<file path="config.mk">
export PLATFORM = sky130hd
export DESIGN_NAME = simon_playback_seq_flat
export DESIGN_NICKNAME = d
export VERILOG_FILES = /design/src/rtl/simon_playback_seq_if.sv /design/src/rtl/simon_playback_seq.sv /design/src/flat_wrapper.sv
export SDC_FILE = /design/constraint.sdc
export NUM_CORES = 1
export LEC_CHECK = 0
export ABC_CLOCK_PERIOD_IN_PS = 2750
export BUFFER_PORTS_ARGS = -buffer_cell sky130_fd_sc_hd__buf_2
export CORE_ASPECT_RATIO = 1.1
export CORE_MARGIN = 2
export CORE_UTILIZATION = 55
export DETAILED_ROUTE_END_ITERATION = 12
export PLACE_DENSITY = 0.77
export SLEW_MARGIN = 20
export SYNTH_ARGS = -nofsm -noshare
export SYNTH_HDL_FRONTEND = slang
export SYNTH_SLANG_ARGS = --single-unit
</file>
<file path="constraint.sdc">
create_clock -name CLOCK_50 -period 2.75 [get_ports CLOCK_50]
set_input_delay 0.1375 -clock CLOCK_50 [delete_from_list [all_inputs] [get_ports CLOCK_50]]
set_output_delay 0.1375 -clock CLOCK_50 [all_outputs]
set_load 0.01 [all_outputs]
</file>
<file path="src/rtl/simon_playback_seq_if.sv">
// Bundle between the Simon game controller, its pattern memory and the playback sequencer.
// The master side drives requests and memory read data; the slave side is the sequencer.
interface simon_playback_seq_if #(
  parameter int ADDR_W = 4,
  parameter int SYM_W  = 2
);
  logic              start;
  logic              abort;
  logic [ADDR_W-1:0] seq_len;
  logic              mem_rd_en;
  logic [ADDR_W-1:0] mem_addr;
  logic [SYM_W-1:0]  mem_data;
  logic [3:0]        led;
  logic              busy;
  logic              done;

  modport master (
    output start, abort, seq_len, mem_data,
    input  mem_rd_en, mem_addr, led, busy, done
  );

  modport slave (
    input  start, abort, seq_len, mem_data,
    output mem_rd_en, mem_addr, led, busy, done
  );
endinterface

</file>
<file path="src/rtl/simon_playback_seq.sv">
// Simon Says pattern playback: reads the stored colour sequence from address 0 and
// blinks one LED per symbol (ON_CYCLES lit, OFF_CYCLES dark), then pulses done.
module simon_playback_seq #(
  parameter int DEPTH      = 10,
  parameter int ADDR_W     = 4,
  parameter int SYM_W      = 2,
  parameter int ON_CYCLES  = 25_000_000,
  parameter int OFF_CYCLES = 12_500_000
) (
  input  logic                CLOCK_50,
  input  logic                reset,
  simon_playback_seq_if.slave bus
);

  localparam int TMR_MAX = (ON_CYCLES > OFF_CYCLES) ? ON_CYCLES : OFF_CYCLES;
  localparam int TMR_W   = (TMR_MAX > 1) ? $clog2(TMR_MAX) : 1;
  // One extra bit so a full-depth length is representable even when DEPTH == 2**ADDR_W.
  localparam int LEN_W   = ADDR_W + 1;

  localparam logic [TMR_W-1:0] ON_LOAD  = TMR_W'(ON_CYCLES - 1);
  localparam logic [TMR_W-1:0] OFF_LOAD = TMR_W'(OFF_CYCLES - 1);
  localparam logic [LEN_W-1:0] DEPTH_C  = LEN_W'(DEPTH);

  typedef enum logic [2:0] {
    ST_IDLE      = 3'd0,
    ST_FETCH     = 3'd1,
    ST_WAIT_DATA = 3'd2,
    ST_ON        = 3'd3,
    ST_OFF       = 3'd4,
    ST_DONE      = 3'd5
  } state_t;

  function automatic logic [3:0] sym_to_led(input logic [SYM_W-1:0] sym);
    sym_to_led = 4'b0001 << sym;
  endfunction

  function automatic logic [LEN_W-1:0] clamp_len(input logic [ADDR_W-1:0] req);
    logic [LEN_W-1:0] req_ext;
    req_ext = {1'b0, req};
    if (req_ext > DEPTH_C) begin
      clamp_len = DEPTH_C;
    end else begin
      clamp_len = req_ext;
    end
  endfunction

  state_t             state_r, state_nxt_s;
  logic [LEN_W-1:0]   len_r, len_nxt_s;
  logic [ADDR_W-1:0]  idx_r, idx_nxt_s;
  logic [TMR_W-1:0]   tmr_r, tmr_nxt_s;
  logic [SYM_W-1:0]   sym_r, sym_nxt_s;
  logic [LEN_W-1:0]   start_len_s;
  logic               last_s;

  logic [3:0]         led_r, led_nxt_s;
  logic               busy_r, busy_nxt_s;
  logic               done_r, done_nxt_s;
  logic               rd_en_r, rd_en_nxt_s;
  logic [ADDR_W-1:0]  addr_r, addr_nxt_s;

  assign start_len_s = clamp_len(bus.seq_len);
  assign last_s      = ({1'b0, idx_r} == (len_r - LEN_W'(1)));

  // Next-state, counter and symbol update; abort overrides every transition out of IDLE.
  always_comb begin
    state_nxt_s = state_r;
    len_nxt_s   = len_r;
    idx_nxt_s   = idx_r;
    tmr_nxt_s   = tmr_r;
    sym_nxt_s   = sym_r;
    case (state_r)
      ST_IDLE: begin
        if (bus.start && !bus.abort) begin
          len_nxt_s = start_len_s;
          idx_nxt_s = {ADDR_W{1'b0}};
          if (start_len_s == {LEN_W{1'b0}}) begin
            state_nxt_s = ST_DONE;
          end else begin
            state_nxt_s = ST_FETCH;
          end
        end else begin
          state_nxt_s = ST_IDLE;
        end
      end
      ST_FETCH: begin
        state_nxt_s = ST_WAIT_DATA;
      end
      ST_WAIT_DATA: begin
        sym_nxt_s   = bus.mem_data;
        tmr_nxt_s   = ON_LOAD;
        state_nxt_s = ST_ON;
      end
      ST_ON: begin
        if (tmr_r == {TMR_W{1'b0}}) begin
          tmr_nxt_s   = OFF_LOAD;
          state_nxt_s = ST_OFF;
        end else begin
          tmr_nxt_s   = tmr_r - TMR_W'(1);
        end
      end
      ST_OFF: begin
        if (tmr_r == {TMR_W{1'b0}}) begin
          if (last_s) begin
            state_nxt_s = ST_DONE;
          end else begin
            idx_nxt_s   = idx_r + ADDR_W'(1);
            state_nxt_s = ST_FETCH;
          end
        end else begin
          tmr_nxt_s = tmr_r - TMR_W'(1);
        end
      end
      ST_DONE: begin
        state_nxt_s = ST_IDLE;
      end
      default: begin
        state_nxt_s = ST_IDLE;
      end
    endcase
    if (bus.abort && (state_r != ST_IDLE)) begin
      state_nxt_s = ST_IDLE;
    end else begin
      state_nxt_s = state_nxt_s;
    end
  end

  // Output values for the coming cycle, decoded from the next state so outputs stay registered.
  always_comb begin
    led_nxt_s   = 4'b0000;
    busy_nxt_s  = 1'b0;
    done_nxt_s  = 1'b0;
    rd_en_nxt_s = 1'b0;
    addr_nxt_s  = addr_r;
    case (state_nxt_s)
      ST_IDLE: begin
        busy_nxt_s = 1'b0;
      end
      ST_FETCH: begin
        busy_nxt_s  = 1'b1;
        rd_en_nxt_s = 1'b1;
        addr_nxt_s  = idx_nxt_s;
      end
      ST_WAIT_DATA: begin
        busy_nxt_s = 1'b1;
      end
      ST_ON: begin
        busy_nxt_s = 1'b1;
        led_nxt_s  = sym_to_led(sym_nxt_s);
      end
      ST_OFF: begin
        busy_nxt_s = 1'b1;
      end
      ST_DONE: begin
        done_nxt_s = 1'b1;
      end
      default: begin
        busy_nxt_s = 1'b0;
      end
    endcase
  end

  // State, counters and registered outputs.
  always_ff @(posedge CLOCK_50 or posedge reset) begin
    if (reset) begin
      state_r <= ST_IDLE;
      len_r   <= {LEN_W{1'b0}};
      idx_r   <= {ADDR_W{1'b0}};
      tmr_r   <= {TMR_W{1'b0}};
      sym_r   <= {SYM_W{1'b0}};
      led_r   <= 4'b0000;
      busy_r  <= 1'b0;
      done_r  <= 1'b0;
      rd_en_r <= 1'b0;
      addr_r  <= {ADDR_W{1'b0}};
    end else begin
      state_r <= state_nxt_s;
      len_r   <= len_nxt_s;
      idx_r   <= idx_nxt_s;
      tmr_r   <= tmr_nxt_s;
      sym_r   <= sym_nxt_s;
      led_r   <= led_nxt_s;
      busy_r  <= busy_nxt_s;
      done_r  <= done_nxt_s;
      rd_en_r <= rd_en_nxt_s;
      addr_r  <= addr_nxt_s;
    end
  end

  assign bus.led       = led_r;
  assign bus.busy      = busy_r;
  assign bus.done      = done_r;
  assign bus.mem_rd_en = rd_en_r;
  assign bus.mem_addr  = addr_r;

endmodule

</file>
<file path="src/flat_wrapper.sv">
// flat-port wrapper written by rule: the top's interface ports become plain ports
module simon_playback_seq_flat 
#(
  parameter int DEPTH      = 10,
  parameter int ADDR_W     = 4,
  parameter int SYM_W      = 2,
  parameter int ON_CYCLES  = 25_000_000,
  parameter int OFF_CYCLES = 12_500_000
)
  (CLOCK_50, reset, bus_start, bus_abort, bus_seq_len, bus_mem_data, bus_mem_rd_en, bus_mem_addr, bus_led, bus_busy, bus_done);
  simon_playback_seq_if #(.ADDR_W(ADDR_W), .SYM_W(SYM_W)) bus_i ();
  input  logic CLOCK_50;
  input  logic reset;
  input wire logic [$bits(bus_i.start)-1:0] bus_start;
  input wire logic [$bits(bus_i.abort)-1:0] bus_abort;
  input wire logic [$bits(bus_i.seq_len)-1:0] bus_seq_len;
  input wire logic [$bits(bus_i.mem_data)-1:0] bus_mem_data;
  output wire logic [$bits(bus_i.mem_rd_en)-1:0] bus_mem_rd_en;
  output wire logic [$bits(bus_i.mem_addr)-1:0] bus_mem_addr;
  output wire logic [$bits(bus_i.led)-1:0] bus_led;
  output wire logic [$bits(bus_i.busy)-1:0] bus_busy;
  output wire logic [$bits(bus_i.done)-1:0] bus_done;
  assign bus_i.start = bus_start;
  assign bus_i.abort = bus_abort;
  assign bus_i.seq_len = bus_seq_len;
  assign bus_i.mem_data = bus_mem_data;
  assign bus_mem_rd_en = bus_i.mem_rd_en;
  assign bus_mem_addr = bus_i.mem_addr;
  assign bus_led = bus_i.led;
  assign bus_busy = bus_i.busy;
  assign bus_done = bus_i.done;
  simon_playback_seq #(.DEPTH(DEPTH), .ADDR_W(ADDR_W), .SYM_W(SYM_W), .ON_CYCLES(ON_CYCLES), .OFF_CYCLES(OFF_CYCLES)) u_core (.CLOCK_50(CLOCK_50), .reset(reset), .bus(bus_i));
endmodule
</file>
==> results.json <==
{
  "power_density_mw_per_mm2": 545,
  "fin_crit_sh": 0.916,
  "num-fill-cells": 417,
  "core-area_sq_mm": 0.00493,
  "root_buffer": "clkbuf_8",
  "die_y_um": 78.5,
  "worstRegToRegCells": 9,
  "pwr-share-comb": 0.184,
  "crit_required_ps": 2950,
  "maxCapViolCount": 0,
  "post_cts_resized": 0,
  "layout-drive-gt1-share": 0.166,
  "drtPass1Iterations": 4,
  "drc": 0,
  "timing.hold.ws_ps": -45.2,
  "die_area_sq_mm": 0.00563,
  "antenna_left": 0,
  "diodes": 0,
  "seq_area_sq_mm": 0.00123,
  "groute.usage.overall": 0.226,
  "synth-edff-count": 0,
  "cts_max_level": 2,
  "syn_area_per_cell_sq_um": 9.46,
  "routed_wl_mm": 5.83,
  "status": "finished with violations",
  "cp_data_arrival_time_ps": 2720,
  "critPathLaunch": "u_core.tmr_r[0]$_DFFE_PP0P_",
  "antenna_found_initial": 0,
  "cts_setup_buffers": 0,
  "timing.slew.headroom": 0.445,
  "start_kind": "flop",
  "worst_slack_ps": 231,
  "r2r_end": "u_core.bus.mem_addr[1]$_DFFE_PP0N_",
  "fin_crit_ps": 2520,
  "synth_compound_area_frac": 0.134,
  "row_count": 27,
  "syn-num-nets": 307,
  "power_w": 0.00169,
  "clock-sinks": 49,
  "synth_cell_types": 54,
  "finalCoreUtilization": 0.628,
  "worst_pin_slew_ps": 831,
  "die_w_um": 71.7,
  "p_seq_frac": 0.496,
  "grt_max_degree": 50,
  "ys_async_sr_fraction": 1.00,
  "timing.fmax_ghz": 0.397,
  "ys_ff_latch": 49,
  "wl_per_cell_um": 15.5,
  "worst_setup_path_end_kind": "flop",
  "drtIter0Drc": 133,
  "cts_tree": "built",
  "syn_area_sq_mm": 0.00277,
  "switching_power_w": 0.000480,
  "ys_warn_count": 0,
  "swShare": 0.285,
  "via_count": 2235,
  "setup_violations": 0,
  "place_hpwl_mm": 4.19,
  "crit_path_end": "u_core.bus.mem_addr[1]$_DFFE_PP0N_",
  "slew_viol_final": 0,
  "synthMuxAreaShare": 0.0695,
  "path_class": "reg -> reg",
  "synthToLayoutAreaGrowth_pct": 11.7,
  "hold_violations": 49,
  "grt_pass1_wl_mm": 9.92,
  "crit_path_max_fanout": 5,
  "synth_top_area_share": 0.442,
  "leakage_nw": 1.29,
  "worst-r2r-setup-slack_ps": 230,
  "overflow": 0,
  "regToRegStartpoint": "u_core.tmr_r[0]$_DFFE_PP0P_",
  "hold_class": "in -> async",
  "synth_area_leaders": "dfrtp_1 (44%), nor2_1 (4.1%), mux2i_1 (4.0%), nand2_1 (3.8%), xnor2_1 (3.8%)",
  "finalWeightedCongestion": 0.863,
  "fin_worst_skew_ps": 2.73,
  "synthFlopType": "dfrtp_1",
  "finalSetupTns_ps": 0,
  "ys_seq_area_frac": 0.442,
  "synth_top_area_cell": "dfrtp_1",
  "nNetsFinal": 332,
  "io_buffers": 20,
  "clkLatencyLatePin_ps": 310,
  "start_util": 0.562,
  "synth_adder_area_share": 0.0181,
  "ctsHoldBuffers": 0,
  "violations": "negative hold slack",
  "synth_top_family_by_area": "simple AND/OR/NAND/NOR gates",
  "grt_pass1_vias": 2186,
  "pwr-share-clk": 0.320,
  "via_per_inst": 5.93,
  "clk_pin_slew_ps": 90,
  "cts_inserted_buffers": 5,
  "rsz0062_at_grt": "no",
  "synth_simple_gate_area_share": 0.243,
  "ios": 21,
  "synthCells": 293,
  "cts_max_path_buffers": 2,
  "p_int_w": 0.00121,
  "ir_worst_vdd_v": 0.000343,
  "multi_input_area_sq_mm": 0.00146,
  "synth-xor-area-share": 0.0600,
  "dp_slack_ps": 154
}
==> cell usage in the layout, fill, tap and decap left out, drive strengths merged, types with 2 or more instances in the layout <==
| cell | count |
|---|---|
| dfrtp | 49 |
| o21a | 3 |
| and3 | 3 |
| o21ai | 15 |
| o2111ai | 2 |
| a21boi | 2 |
| a211o | 2 |
| or4 | 4 |
| buf | 31 |
| o22ai | 7 |
| nand4b | 2 |
| mux2i | 11 |
| nor2 | 30 |
| ha | 4 |
| o31ai | 4 |
| nand3 | 10 |
| nor3 | 10 |
| a21oi | 11 |
| clkbuf | 7 |
| xnor2 | 12 |
| or3 | 5 |
| nand2 | 28 |
| nand3b | 2 |
| nor4 | 11 |
| nor4b | 3 |
| inv | 9 |
| mux2 | 6 |
| nand2b | 8 |
| xor2 | 7 |
| a211oi | 2 |
==> synthesized netlist by cell type, types with 2 or more instances <==
cell	count
dfrtp_1	49
nor2_1	30
nand2_1	28
o21ai_0	15
xnor2_1	12
a21oi_1	11
mux2i_1	11
inv_1	10
nand3_1	10
clkbuf_1	9
nor3_1	9
nand2b_1	8
nor4_1	8
o22ai_1	7
xor2_1	7
or3_1	5
ha_1	4
mux2_4	4
o31ai_1	4
or4_1	4
and3_1	3
o21a_1	3
a211o_1	2
a211oi_1	2
a21boi_0	2
buf_2	2
mux2_2	2
nand3b_1	2
nand4b_1	2
nor4_2	2
nor4b_1	2
o2111ai_1	2
==> power groups by stage <==
stage,Clock (W),Sequential [W],Combinational (W)
after floorplan,0,0.000841,0.000232
after global placement,0,0.000846,0.000304
after detailed placement,0,0.000850,0.000312
after CTS,0.000543,0.000835,0.000314
after global routing,0.000574,0.000848,0.000354
final,0.000540,0.000836,0.000311
==> per-layer routing <==
layer,wire (um),vias up,track usage
li1,-,1100,-
met1,2570,1081,0.293
met2,2910,45,0.371
met3,248,9,0.0411
met4,99,0,0.0906
met5,0,-,0
==> cells by family (layout without fill, tap and decap cells) <==
kind of cell | count (synthesis) | in the layout
DFF | 49 | 49
adders and majority gates | 4 | 4
AOI/OAI and AO/OA | 57 | 57
xor gates and xnor gates | 19 | 19
muxes | 17 | 17
buffers and inverters | 23 | 49
and+or+nand+nor | 124 | 124
==> per-stage QoR <==
step                      cell area, sq um  std cells
after detailed placement              2970        369
after global routing                  3100        377
after global placement                2970        369
final                                 3100        377
after floorplan                       2770        293
after CTS                             3090        377
==> flip-flops by register name (all words and copies together), names as in the netlist <==
signal,cells
u_core.sym_r,2
u_core.bus.mem_rd_en,1
u_core.state_r,3
u_core.tmr_r,25
u_core.idx_r,4
u_core.len_r,4
u_core.bus.busy,1
u_core.bus.mem_addr,4
u_core.bus.led,4
u_core.bus.done,1
==> worst min path at each step <==
stage / start / to / slack (ps) / cells after the start
2_1_floorplan: bus_seq_len[0] / u_core.len_r[0]$_DFFE_PP0P_ / 270 / 2
3_3_place_gp: bus_seq_len[0] / u_core.len_r[0]$_DFFE_PP0P_ / 390 / 3
3_5_place_dp: bus_seq_len[0] / u_core.len_r[0]$_DFFE_PP0P_ / 400 / 3
4_1_cts: bus_seq_len[0] / u_core.len_r[0]$_DFFE_PP0P_ / 80 / 3
5_1_grt: reset / u_core.len_r[0]$_DFFE_PP0P_ / 40 / 2
6_report: reset / u_core.tmr_r[18]$_DFFE_PP0P_ / -50 / 2
==> final cells by class <==
cell class,count,share of cell area
multi-input cells,221,0.472
inverters,10,0.0125
well taps,58,0.0234
clock inverters,1,0.00970
flip-flops and latches,49,0.396
repair buffers,31,0.0590
clock buffers,7,0.0279
==> worst max-delay path, stage by stage, from the launching register on <==
cell and delay (ps):
dfrtp_1 420, inv_1 90, ha_1 140, nor4b_2 230
nand4b_1 280, o311a_1 410, a211o_1 240, nor4bb_1 130
buf_4 170, mux2_4 300
(Power assumes the default switching activity.)
